**config.mk**
```make
export PLATFORM = sky130hd
export DESIGN_NAME = ahb3lite_interconnect_arb_port
export DESIGN_NICKNAME = d
export VERILOG_FILES = /design/src/rtl/ahb3lite_interconnect_arb_port.sv
export SDC_FILE = /design/constraint.sdc
export NUM_CORES = 1
export LEC_CHECK = 0
export BUFFER_PORTS_ARGS = -buffer_cell sky130_fd_sc_hd__buf_2
export CORE_AREA = 2 2 157 159
export CTS_CLUSTER_DIAMETER = 150
export DETAILED_ROUTE_END_ITERATION = 6
export DIE_AREA = 0 0 159 161
export PLACE_DENSITY = 0.57
export SLEW_MARGIN = 20
export SYNTH_ARGS = -nofsm -noshare
export SYNTH_HDL_FRONTEND = slang
export SYNTH_SLANG_ARGS = --single-unit
```
**constraint.sdc**
```tcl
create_clock -name HCLK -period 4.5 [get_ports HCLK]
set_input_delay 0.9 -clock HCLK [delete_from_list [all_inputs] [get_ports HCLK]]
set_output_delay 0.9 -clock HCLK [all_outputs]
set_load 0.01 [all_outputs]
```
**src/rtl/ahb3lite_interconnect_arb_port.sv**
```systemverilog
// AHB3-Lite multi-layer interconnect slave port arbiter.
// Arbitrates MASTERS upstream master-ports onto one downstream slave by
// priority, then round-robin within the winning level. Respects HMASTLOCK,
// rewrites SEQ to NONSEQ on the first beat after a master change.
// Optional starvation aging is compiled in with `define AHB3_ARB_AGING_EN.
`timescale 1ns/1ps

module ahb3lite_interconnect_arb_port #(
    parameter int unsigned HADDR_SIZE    = 32,
    parameter int unsigned HDATA_SIZE    = 32,
    parameter int unsigned MASTERS       = 3,
    parameter int unsigned PRIORITY_BITS = 3,
    parameter int unsigned AGE_LIMIT     = 16
) (
    input  logic                                      HCLK,
    input  logic                                      HRESETn,

    // upstream master-ports
    input  logic [MASTERS-1:0][PRIORITY_BITS-1:0]     mstpriority,
    input  logic [MASTERS-1:0]                        mstHSEL,
    input  logic [MASTERS-1:0][HADDR_SIZE-1:0]        mstHADDR,
    input  logic [MASTERS-1:0][HDATA_SIZE-1:0]        mstHWDATA,
    input  logic [MASTERS-1:0]                        mstHWRITE,
    input  logic [MASTERS-1:0][2:0]                   mstHSIZE,
    input  logic [MASTERS-1:0][2:0]                   mstHBURST,
    input  logic [MASTERS-1:0][3:0]                   mstHPROT,
    input  logic [MASTERS-1:0][1:0]                   mstHTRANS,
    input  logic [MASTERS-1:0]                        mstHMASTLOCK,
    input  logic [MASTERS-1:0]                        mstHREADY,
    output logic [HDATA_SIZE-1:0]                     mstHRDATA,
    output logic                                      mstHREADYOUT,
    output logic                                      mstHRESP,

    // downstream slave
    output logic                                      slv_HSEL,
    output logic [HADDR_SIZE-1:0]                     slv_HADDR,
    output logic [HDATA_SIZE-1:0]                     slv_HWDATA,
    output logic                                      slv_HWRITE,
    output logic [2:0]                                slv_HSIZE,
    output logic [2:0]                                slv_HBURST,
    output logic [3:0]                                slv_HPROT,
    output logic [1:0]                                slv_HTRANS,
    output logic                                      slv_HMASTLOCK,
    output logic                                      slv_HREADYOUT,
    input  logic [HDATA_SIZE-1:0]                     slv_HRDATA,
    input  logic                                      slv_HREADY,
    input  logic                                      slv_HRESP,

    // arbitration control / status
    input  logic [MASTERS-1:0]                        can_switch,
    output logic [MASTERS-1:0]                        granted_master,
    output logic [MASTERS-1:0]                        starved
);

    localparam int unsigned IDX_W   = (MASTERS > 1) ? $clog2(MASTERS) : 1;
    localparam int unsigned NLEVELS = 1 << PRIORITY_BITS;
    localparam int unsigned NPTR    = NLEVELS + 1;
    localparam int unsigned LVL_W   = PRIORITY_BITS + 1;
    localparam logic [LVL_W-1:0] STARVED_LVL = LVL_W'(NLEVELS);

    localparam logic [1:0] HTRANS_NONSEQ = 2'b10;
    localparam logic [1:0] HTRANS_SEQ    = 2'b11;

    // state
    logic [MASTERS-1:0] grant_q;
    logic [IDX_W-1:0]   addr_idx_q;
    logic [IDX_W-1:0]   data_idx_q;
    logic [IDX_W-1:0]   ptr_q [NPTR];
    logic               first_q;

    // arbitration nets
    logic [MASTERS-1:0]            starved_c;
    logic [MASTERS-1:0][LVL_W-1:0] eff_lvl;
    logic [LVL_W-1:0]              top_lvl;
    logic                          any_req;
    logic [IDX_W-1:0]              rr_ptr;
    logic [IDX_W-1:0]              winner;
    logic                          found;
    logic [31:0]                   cand;
    logic                          switch_c;
    logic                          change_c;

`ifdef AHB3_ARB_AGING_EN
    localparam int unsigned AGE_W = $clog2(AGE_LIMIT + 1);
    localparam logic [AGE_W-1:0] AGE_MAX = AGE_W'(AGE_LIMIT);

    logic [AGE_W-1:0] age_q [MASTERS];

    // Per-master wait counters, advanced only on completed slave cycles
    always_ff @(posedge HCLK or negedge HRESETn) begin
        if (!HRESETn) begin
            for (int m = 0; m < MASTERS; m++) age_q[m] <= '0;
        end else if (slv_HREADY) begin
            for (int m = 0; m < MASTERS; m++) begin
                if (mstHSEL[m] && !grant_q[m]) begin
                    if (age_q[m] != AGE_MAX) age_q[m] <= age_q[m] + AGE_W'(1);
                end else begin
                    age_q[m] <= '0;
                end
            end
        end
    end

    // A saturated counter promotes the master above every priority level
    always_comb begin
        starved_c = '0;
        for (int m = 0; m < MASTERS; m++) starved_c[m] = (age_q[m] == AGE_MAX);
    end
`else
    logic [31:0] unused_age_limit;

    assign unused_age_limit = 32'(AGE_LIMIT);
    assign starved_c        = '0;
`endif

    // Effective level per master: starved class sits one above the top priority
    always_comb begin
        eff_lvl = '0;
        for (int m = 0; m < MASTERS; m++) begin
            eff_lvl[m] = starved_c[m] ? STARVED_LVL : {1'b0, mstpriority[m]};
        end
    end

    // Highest effective level among requesting masters
    always_comb begin
        any_req = 1'b0;
        top_lvl = '0;
        for (int m = 0; m < MASTERS; m++) begin
            if (mstHSEL[m] && (!any_req || (eff_lvl[m] > top_lvl))) begin
                top_lvl = eff_lvl[m];
                any_req = 1'b1;
            end
        end
    end

    // Round-robin within the winning level, starting after its last grant
    always_comb begin
        rr_ptr = ptr_q[top_lvl];
        winner = addr_idx_q;
        found  = 1'b0;
        cand   = '0;
        for (int off = 1; off <= MASTERS; off++) begin
            cand = 32'(rr_ptr) + 32'(off);
            if (cand >= 32'(MASTERS)) cand = cand - 32'(MASTERS);
            if (!found && mstHSEL[IDX_W'(cand)] && (eff_lvl[IDX_W'(cand)] == top_lvl)) begin
                winner = IDX_W'(cand);
                found  = 1'b1;
            end
        end
    end

    // Grant may only move at a completed, unlocked transfer boundary
    always_comb begin
        switch_c = slv_HREADY && can_switch[addr_idx_q] && !mstHMASTLOCK[addr_idx_q] && any_req;
        change_c = switch_c && (winner != addr_idx_q);
    end

    // Grant, address/data phase indices, level pointers and first-beat flag
    always_ff @(posedge HCLK or negedge HRESETn) begin
        if (!HRESETn) begin
            grant_q    <= MASTERS'(1);
            addr_idx_q <= '0;
            data_idx_q <= '0;
            first_q    <= 1'b0;
            for (int unsigned l = 0; l < NPTR; l++) ptr_q[l] <= '0;
        end else if (slv_HREADY) begin
            data_idx_q <= addr_idx_q;
            first_q    <= change_c;
            if (switch_c) begin
                grant_q         <= MASTERS'(1) << winner;
                addr_idx_q      <= winner;
                ptr_q[top_lvl]  <= winner;
            end
        end
    end

    // Downstream address phase follows the granted master
    assign slv_HSEL      = mstHSEL[addr_idx_q];
    assign slv_HADDR     = mstHADDR[addr_idx_q];
    assign slv_HWRITE    = mstHWRITE[addr_idx_q];
    assign slv_HSIZE     = mstHSIZE[addr_idx_q];
    assign slv_HBURST    = mstHBURST[addr_idx_q];
    assign slv_HPROT     = mstHPROT[addr_idx_q];
    assign slv_HMASTLOCK = mstHMASTLOCK[addr_idx_q];
    assign slv_HREADYOUT = mstHREADY[addr_idx_q];
    assign slv_HTRANS    = (first_q && (mstHTRANS[addr_idx_q] == HTRANS_SEQ)) ?
                           HTRANS_NONSEQ : mstHTRANS[addr_idx_q];

    // Write data follows the data-phase master
    assign slv_HWDATA    = mstHWDATA[data_idx_q];

    // Response path is a straight pass-through
    assign mstHRDATA     = slv_HRDATA;
    assign mstHREADYOUT  = slv_HREADY;
    assign mstHRESP      = slv_HRESP;

    assign granted_master = grant_q;
    assign starved        = starved_c;

endmodule

```
==> run_results.csv, run 1 <==
group,metric,value,unit
outcome,status,"finished, violations left",
outcome,violations,"negative setup slack",
worst_setup_path,worstPathBufferInverterCount,6,
floorplan,die_w,159,um
timing,relSlewSlack,48.5,%
synth,ys_types,64,
floorplan,die-area,25600,um2
grt,antenna_found_initial,1,
worst_setup_path,cp-start-kind,"primary input",
timing,clock_skew,3.50,ps
clock_network,ctsHoldBuffers,0,
clock_network,cts_sinks,24,
pwr,p_clk_share,6.3,%
synth,synth_area,4200,um2
worst_setup_path,critPathKind,"in -> reg",
floorplan,row_count,57,
drt,wirelength,21.7,mm
synth,postSynthAreaPerCell,7.35,um2
timing,fin_ws,-2020,ps
synth,synthFlopType,"dfrtp_1",
pwr,power_switching,0.00195,W
pwr,seqPwrFrac,10.7,%
finish,num_antenna_cells,0,
drt,avgRoutedWirePerCell,17.0,um
clock_network,cts_max_level,1,
pwr,finalPower,0.00406,W
finish,final_cell_mix,"buf_2, nand2_1, buf_4",
synth,syn_inst,571,
grt,track_usage,15.2,%
placed_design,hpwl,17.6,mm
synth,synth_adder_area_share,2.38,%
worst_setup_path,crit_path_frequent_cell,"ha_4",
synth,synth-edff-count,0,
synth,yosysSeqAreaShare,14.3,%
drt,drc_errors,0,
drt,via_per_inst,4.37,
worst_setup_path,critPathMaxFanout,6,
placed_design,numPortBuffers,338,
synth,synthMuxAreaShare,28.6,%
pwr,p_sw_share,48.1,%
synth,ys_ff_latch,24,
timing,post-route-period-util,145,%
worst_setup_path,crit_family,"simple AND/OR/NAND/NOR gates",
floorplan,coreArea,24000,um2
synth,synthSimpleGateAreaFrac,17.8,%
finish,drive_above_1_share,56.6,%
grt,grt_first_pass_wirelength,31.0,mm
pwr,p_int,0.00211,W
placed_design,pre_cts_slack,-2530,ps
worst_setup_path,slowest_delay,460,ps
clock_network,insertion_delay,260,ps
grt,grt_pass1_vias,5334,
floorplan,ioPinCount,408,
finish,syn2layout_area_growth,72.2,%
clock_network,cts_root_buffer,"clkbuf_16",
grt,grt_overflow,0,
drt,drt_iter0_markers,305,
worst_hold_path,hold_class,"reg -> reg",
timing,tns,-42570,ps
clock_network,ctsLongestPathBuffers,2,
pwr,p_leak,3.53,nW
pwr,p_comb_share,83.0,%
floorplan,start_util,17.5,%
finish,finalNetCount,1247,
floorplan,die_y,161,um
synth,synth_top_family_by_area,"multiplexers",
synth,synth-async-reset-ratio,100,%
synth,synth_compound_area_share,22.3,%
drt,num_vias,5569,
drt,ant_nets,0,
clock_network,clk_pin_slew,60,ps
worst_setup_path,cp.required,4630,ps
timing,hold_viol,0,
synth,synth_xor_area_share,2.09,%
timing,slew_viol_final,0,
worst_setup_path,worst_setup_path_end_kind,"register",
clock_network,cts_tree,"built",
clock_network,cts_buffers,3,
worst_setup_path,r2r-start,"ptr_q[14]",
grt,grt_start_max_net_pins,57,
worst_setup_path,crit_slowest_cell,"or4_1",
pwr,cellPowerDensity,561,nW/um2
timing,fmax,153,MHz
timing,rsz0062_at_grt,"yes",
worst_hold_path,min-delay-start,"granted_master[1]",
pwr,ir_drop,0.000282,V
worst_setup_path,arrival,6650,ps
flow_run,max_cap_violations,0,
finish,final_common_cell,"buf_2",
timing,min_period,6520,ps
placed_design,place_congestion,0.843,
timing,final-setup-viol-count,22,
synth,yosys_warnings,0,
timing,tightest_slew,771,ps
drt,drt_pass1_iterations,5,
worst_setup_path,critPathLaunch,"mstpriority[5]",
==> cell usage after synthesis, types with 2 or more instances <==
cell        n  area share [%]
a21oi_1    13             1.5
or2_1       2            0.30
ha_1        8             2.4
a41oi_1     3            0.63
a221oi_1    2            0.42
nand3_1     8            0.95
and3b_1     3            0.63
nor2_1     20             1.8
xnor2_1    10             2.1
o211ai_1    6             1.1
mux2i_1    94              22
a31oi_1     4            0.60
and2_1      2            0.30
or3_1       2            0.30
a31o_1      2            0.42
nand2_1   110             9.8
o221ai_1    4            0.83
inv_2       2            0.18
buf_6       3            0.80
nor3_1      7            0.83
o22ai_1     3            0.45
inv_1      10            0.89
buf_4      39             7.0
dfrtp_1    23              14
o31ai_1     2            0.36
buf_2       2            0.24
clkbuf_1   31             2.8
nor2b_1     5            0.75
o21ai_0    91              11
buf_1       5            0.45
mux2_2     22             5.9
==> cell type report <==
cell class	instances	area, um2
multi-input cells	457	3410
fillers	2569	16700
flip-flops and latches	24	608
clock buffers	3	75.1
clock inverters	1	30.0
repair buffers	453	2650
inverters	12	50.0
well taps	324	405
==> path summary, 6_finish.rpt <==
check	to	slack [ps]	cells after the start
min reg2reg	granted_master[1]	510	1
max in group asynchronous	addr_idx_q[1]	3430	1
max reg2reg	first_q	450	21
max	first_q	-2020	31
min in group asynchronous	granted_master[1]	630	1
min	granted_master[1]	510	1
==> registers in the layout, indices dropped and copies added, names as in the netlist <==
name / cells
addr_idx_q: 2
ptr_q: 16
first_q: 1
data_idx_q: 2
granted_master: 3
==> through the flow <==
stage	hold slack [ps]	util (%)	instance area (um2)	cells
4_1_cts	513	29.4	7040	1262
5_1_grt	531	30.2	7230	1274
2_1_floorplan	479	-	4350	573
3_5_place_dp	495	27.5	6590	1239
3_3_place_gp	488	27.5	6590	1239
6_report	510	30.2	7230	1274
==> kinds of logic after synthesis <==
| logic type | Yosys count |
|---|---|
| flops | 24 |
| compound gates | 149 |
| xor+xnor | 10 |
| simple gates | 170 |
| buf+inv | 92 |
| mux | 117 |
| other cells | 1 |
| fa+ha+maj | 8 |
==> worst reg2reg max path, delay by kind of cell (launching register included) <==
| kind | cells | cell delay (ps) |
|---|---|---|
| simple gates | 5 | 1290 |
| compound gates | 7 | 880 |
| mux | 3 | 650 |
| buf+inv | 5 | 570 |
| flops | 1 | 350 |
| fa+ha+maj | 1 | 180 |
==> power by group through the flow <==
stage	clock network, W	registers [W]	logic, W
finish	0.000256	0.000434	0.00337
global route	0.000272	0.000454	0.00362
CTS	0.000265	0.000437	0.00318
detailed placement	0	0.000439	0.00286
global placement	0	0.000438	0.00285
floorplan	0	0.000352	0.00175
==> metal layers <==
layer | track usage (%) | share of wire [%] | up-vias
met2 | 26.6 | 49 | 227
met4 | 2.56 | 1.7 | 0
li1 | - | - | 2749
met5 | 0 | 0 | -
met1 | 19.0 | 42 | 2575
met3 | 4.06 | 7.9 | 18
==> repair_timing <==
item	in CTS	in global routing
buffers inserted	18	13
pin swaps	18	24
resized for setup	47	23
cloned	1	1
setup endpoints to repair	22	22
Note: power is estimated with default switching activity, not from simulation.
==> inputs of run 2 (changes only) <==
--- a/config.mk
+++ b/config.mk
@@ -5,12 +5,13 @@
 export SDC_FILE = /design/constraint.sdc
 export NUM_CORES = 1
 export LEC_CHECK = 0
+export ABC_AREA = 1
 export BUFFER_PORTS_ARGS = -buffer_cell sky130_fd_sc_hd__buf_2
-export CORE_AREA = 2 2 157 159
+export CORE_AREA = 2 2 158 160
 export CTS_CLUSTER_DIAMETER = 150
 export DETAILED_ROUTE_END_ITERATION = 6
-export DIE_AREA = 0 0 159 161
-export PLACE_DENSITY = 0.57
+export DIE_AREA = 0 0 160 162
+export PLACE_DENSITY = 0.56
 export SLEW_MARGIN = 20
 export SYNTH_ARGS = -nofsm -noshare
 export SYNTH_HDL_FRONTEND = slang
==> run 2 against run 1 <==
Effect of this change:
- the run still ends with negative setup slack left
- final cell count rose by 12%
- wire length grew 11%
- setup slack improved by 1200 ps
- via count is 15% higher
- non-clock buffer count decreased by 21
- synthesized area increased by 1.2%
- clock skew increased by 7.0 ps
- global-route usage grew 1.8 points
- critical path type unchanged
- highest routed layer unchanged
==> run_results.csv, run 2 <==
group,metric,value,unit
clock_network,ctsLongestPathBuffers,2,
grt,grt_first_pass_wirelength,34.0,mm
worst_hold_path,min-delay-start,"granted_master[0]",
grt,grt_overflow,0,
worst_setup_path,worst_setup_path_end_kind,"register",
synth,synth_area_leader_cell,"dfrtp_1",
placed_design,numPortBuffers,338,
worst_setup_path,reg2reg_to,"ptr_q[5]",
synth,ys_ff_latch,24,
floorplan,die_w,160,um
timing,clock_skew,10.5,ps
clock_network,insertion_delay,260,ps
timing,tightest_slew,968,ps
worst_setup_path,crit_path_frequent_cell,"nand2_1",
worst_setup_path,rr_worst_depth,11,
finish,final_common_cell,"buf_2",
drt,drt_iter0_markers,407,
synth,synth_area,4250,um2
pwr,ir_drop,0.000334,V
synth,ys_top_cells_by_count,"nor2_1, nand2_1, o21ai_0",
synth,yosys_warnings,0,
worst_setup_path,arrival,5470,ps
worst_setup_path,crit_slowest_cell,"nor3_4",
placed_design,place_congestion,0.904,
synth,synth-async-reset-ratio,100,%
grt,antenna_found_initial,0,
finish,largest_reg_flops,16,
timing,hold_ws,477,ps
worst_setup_path,slowest_delay,270,ps
drt,drt_pass1_iterations,5,
drt,via_per_inst,4.48,
drt,num_vias,6383,
drt,drc_errors,0,
worst_hold_path,whs_path_depth,2,
clock_network,cts_buffers,3,
timing,tns,-17360,ps
finish,final_cell_mix,"buf_2, nor2_1, nand2_1",
finish,syn2layout_area_growth,69.7,%
grt,track_usage,16.9,%
clock_network,cts_tree,"built",
synth,ys_types,41,
drt,wirelength,24.0,mm
synth,synthFlopType,"dfrtp_1",
timing,post-route-period-util,118,%
grt,grt_pass1_vias,5994,
worst_setup_path,cp.required,4640,ps
synth,yosysSeqAreaShare,14.2,%
pwr,p_leak,3.70,nW
finish,regMostFlops,"ptr_q",
worst_hold_path,hold_class,"reg -> reg",
worst_setup_path,regToRegSetupSlack,1100,ps
worst_setup_path,critPathKind,"in -> reg",
drt,ant_nets,0,
finish,fillers,2692,
pwr,cellPowerDensity,682,nW/um2
finish,finalNetCount,1399,
synth,syn_inst,744,
timing,min_period,5330,ps
clock_network,cts_sinks,24,
grt,grt_start_max_net_pins,66,
synth,synth-edff-count,0,
floorplan,die-area,25900,um2
pwr,finalPower,0.00491,W
placed_design,hpwl,19.8,mm
worst_setup_path,crit_family,"simple AND/OR/NAND/NOR gates",
timing,slew_viol_final,0,
clock_network,cts_root_buffer,"clkbuf_16",
worst_setup_path,cp-start-kind,"primary input",
worst_setup_path,critPathMaxFanout,6,
outcome,violations,"negative setup slack",
floorplan,start_util,17.6,%
drt,avgRoutedWirePerCell,16.9,um
timing,final-setup-viol-count,22,
timing,hold_viol,0,
synth,postSynthAreaPerCell,5.71,um2
finish,num_antenna_cells,0,
synth,synth_area_leaders,"dfrtp_1, nor2_1, o21ai_0, nand2_1, nand3_1",
floorplan,coreArea,24100,um2
synth,yosysMostFrequentCell,"nor2_1",
timing,relSlewSlack,35.4,%
timing,fin_ws,-829,ps
worst_setup_path,r2r-start,"addr_idx_q[1]",
floorplan,ioPinCount,408,
floorplan,row_count,57,
clock_network,cts_max_level,1,
flow_run,max_cap_violations,0,
clock_network,ctsHoldBuffers,0,
finish,drive_above_1_share,50.6,%
worst_setup_path,worstPathBufferInverterCount,10,
timing,rsz0062_at_grt,"yes",
synth,yosys.area.top_type_share,13.6,%
floorplan,die_y,162,um
outcome,status,"finished, violations left",
worst_hold_path,whs_endpoint,"granted_master[0]",
timing,fmax,188,MHz
finish,fin_util,29.9,%
clock_network,clk_pin_slew,70,ps
-- run 2: cell types whose count changed after synthesis, moves of 22 or more --
cell     change
o31ai_1     +30
mux2_2      -22
nand3_1     +56
inv_1       +34
mux2i_1     -94
nor2_1     +126
-- run 2: area by class of cell --
cell class              count  area, um2  share of cell area (%)
repair buffers            432       2460                    34.2
clock buffers               4       88.8                    1.23
well taps                 324        405                    5.63
flip-flops and latches     24        604                    8.39
inverters                  52        216                    3.00
multi-input cells         590       3420                    47.5
-- run 2: timing repair --
item | CTS | global route
pin swaps | 43 | 44
gates resized for setup | 46 | 39
setup buffers | 11 | 13
endpoints found under the setup margin | 22 | 22
cloned | 0 | 1
-- run 2: metal layers --
| metal | wire, um | global-route usage [%] | share of wire [%] | up-vias |
|---|---|---|---|---|
| met1 | 9880 | 21.0 | 41 | 2894 |
| met5 | 0 | 0 | 0 | - |
| met2 | 10600 | 26.4 | 44 | 317 |
| li1 | - | - | - | 3140 |
| met3 | 3170 | 9.01 | 13 | 32 |
| met4 | 354 | 2.87 | 1.5 | 0 |
-- run 2: cells by family after synthesis --
kind of cell	count (synthesis)	share of synthesized area (%)
simple gates	392	43.3
compound gates	184	24.3
buf+inv	133	15.4
flops	24	14.2
fa+ha+maj	8	2.36
xor+xnor	2	0.413
other cells	1	0.0883
-- run 2: worst max path at each step --
stage,slack (ps),cells after the start,endpoint,start
after floorplan,-910,48,ptr_q[9],mstHSEL[0]
after global routing,-1270,48,ptr_q[11],mstHSEL[0]
after CTS,-790,48,ptr_q[9],mstHSEL[0]
after detailed placement,-1330,48,ptr_q[9],mstHSEL[0]
final,-830,48,addr_idx_q[1],mstHSEL[0]
after global placement,-1190,47,ptr_q[9],mstHSEL[0]
-- run 2: per-stage QoR --
stage	cells	worst slack [ps]	area, um2
after global placement	1397	-1190	6560
after global routing	1426	-1270	7200
after detailed placement	1397	-1330	6560
final	1426	-829	7200
after CTS	1412	-789	6940
after floorplan	746	-906	4390
-- run 2: worst register-to-register path, stage by stage (launching register included) --
cell	delay, ps
dfrtp_1	480
inv_1	730
nor2_4	80
a22oi_1	210
inv_1	130
nor4_4	440
inv_1	210
nor2_1	370
inv_1	160
nor2_1	310
nor2_1	90
a21oi_2	110
-- run 2: where the power goes --
part	total [W]	internal, W	switching [W]
registers	0.000441	0.000317	0.000123
logic	0.00425	0.00167	0.00258
clock network	0.000220	0.000136	0.0000836
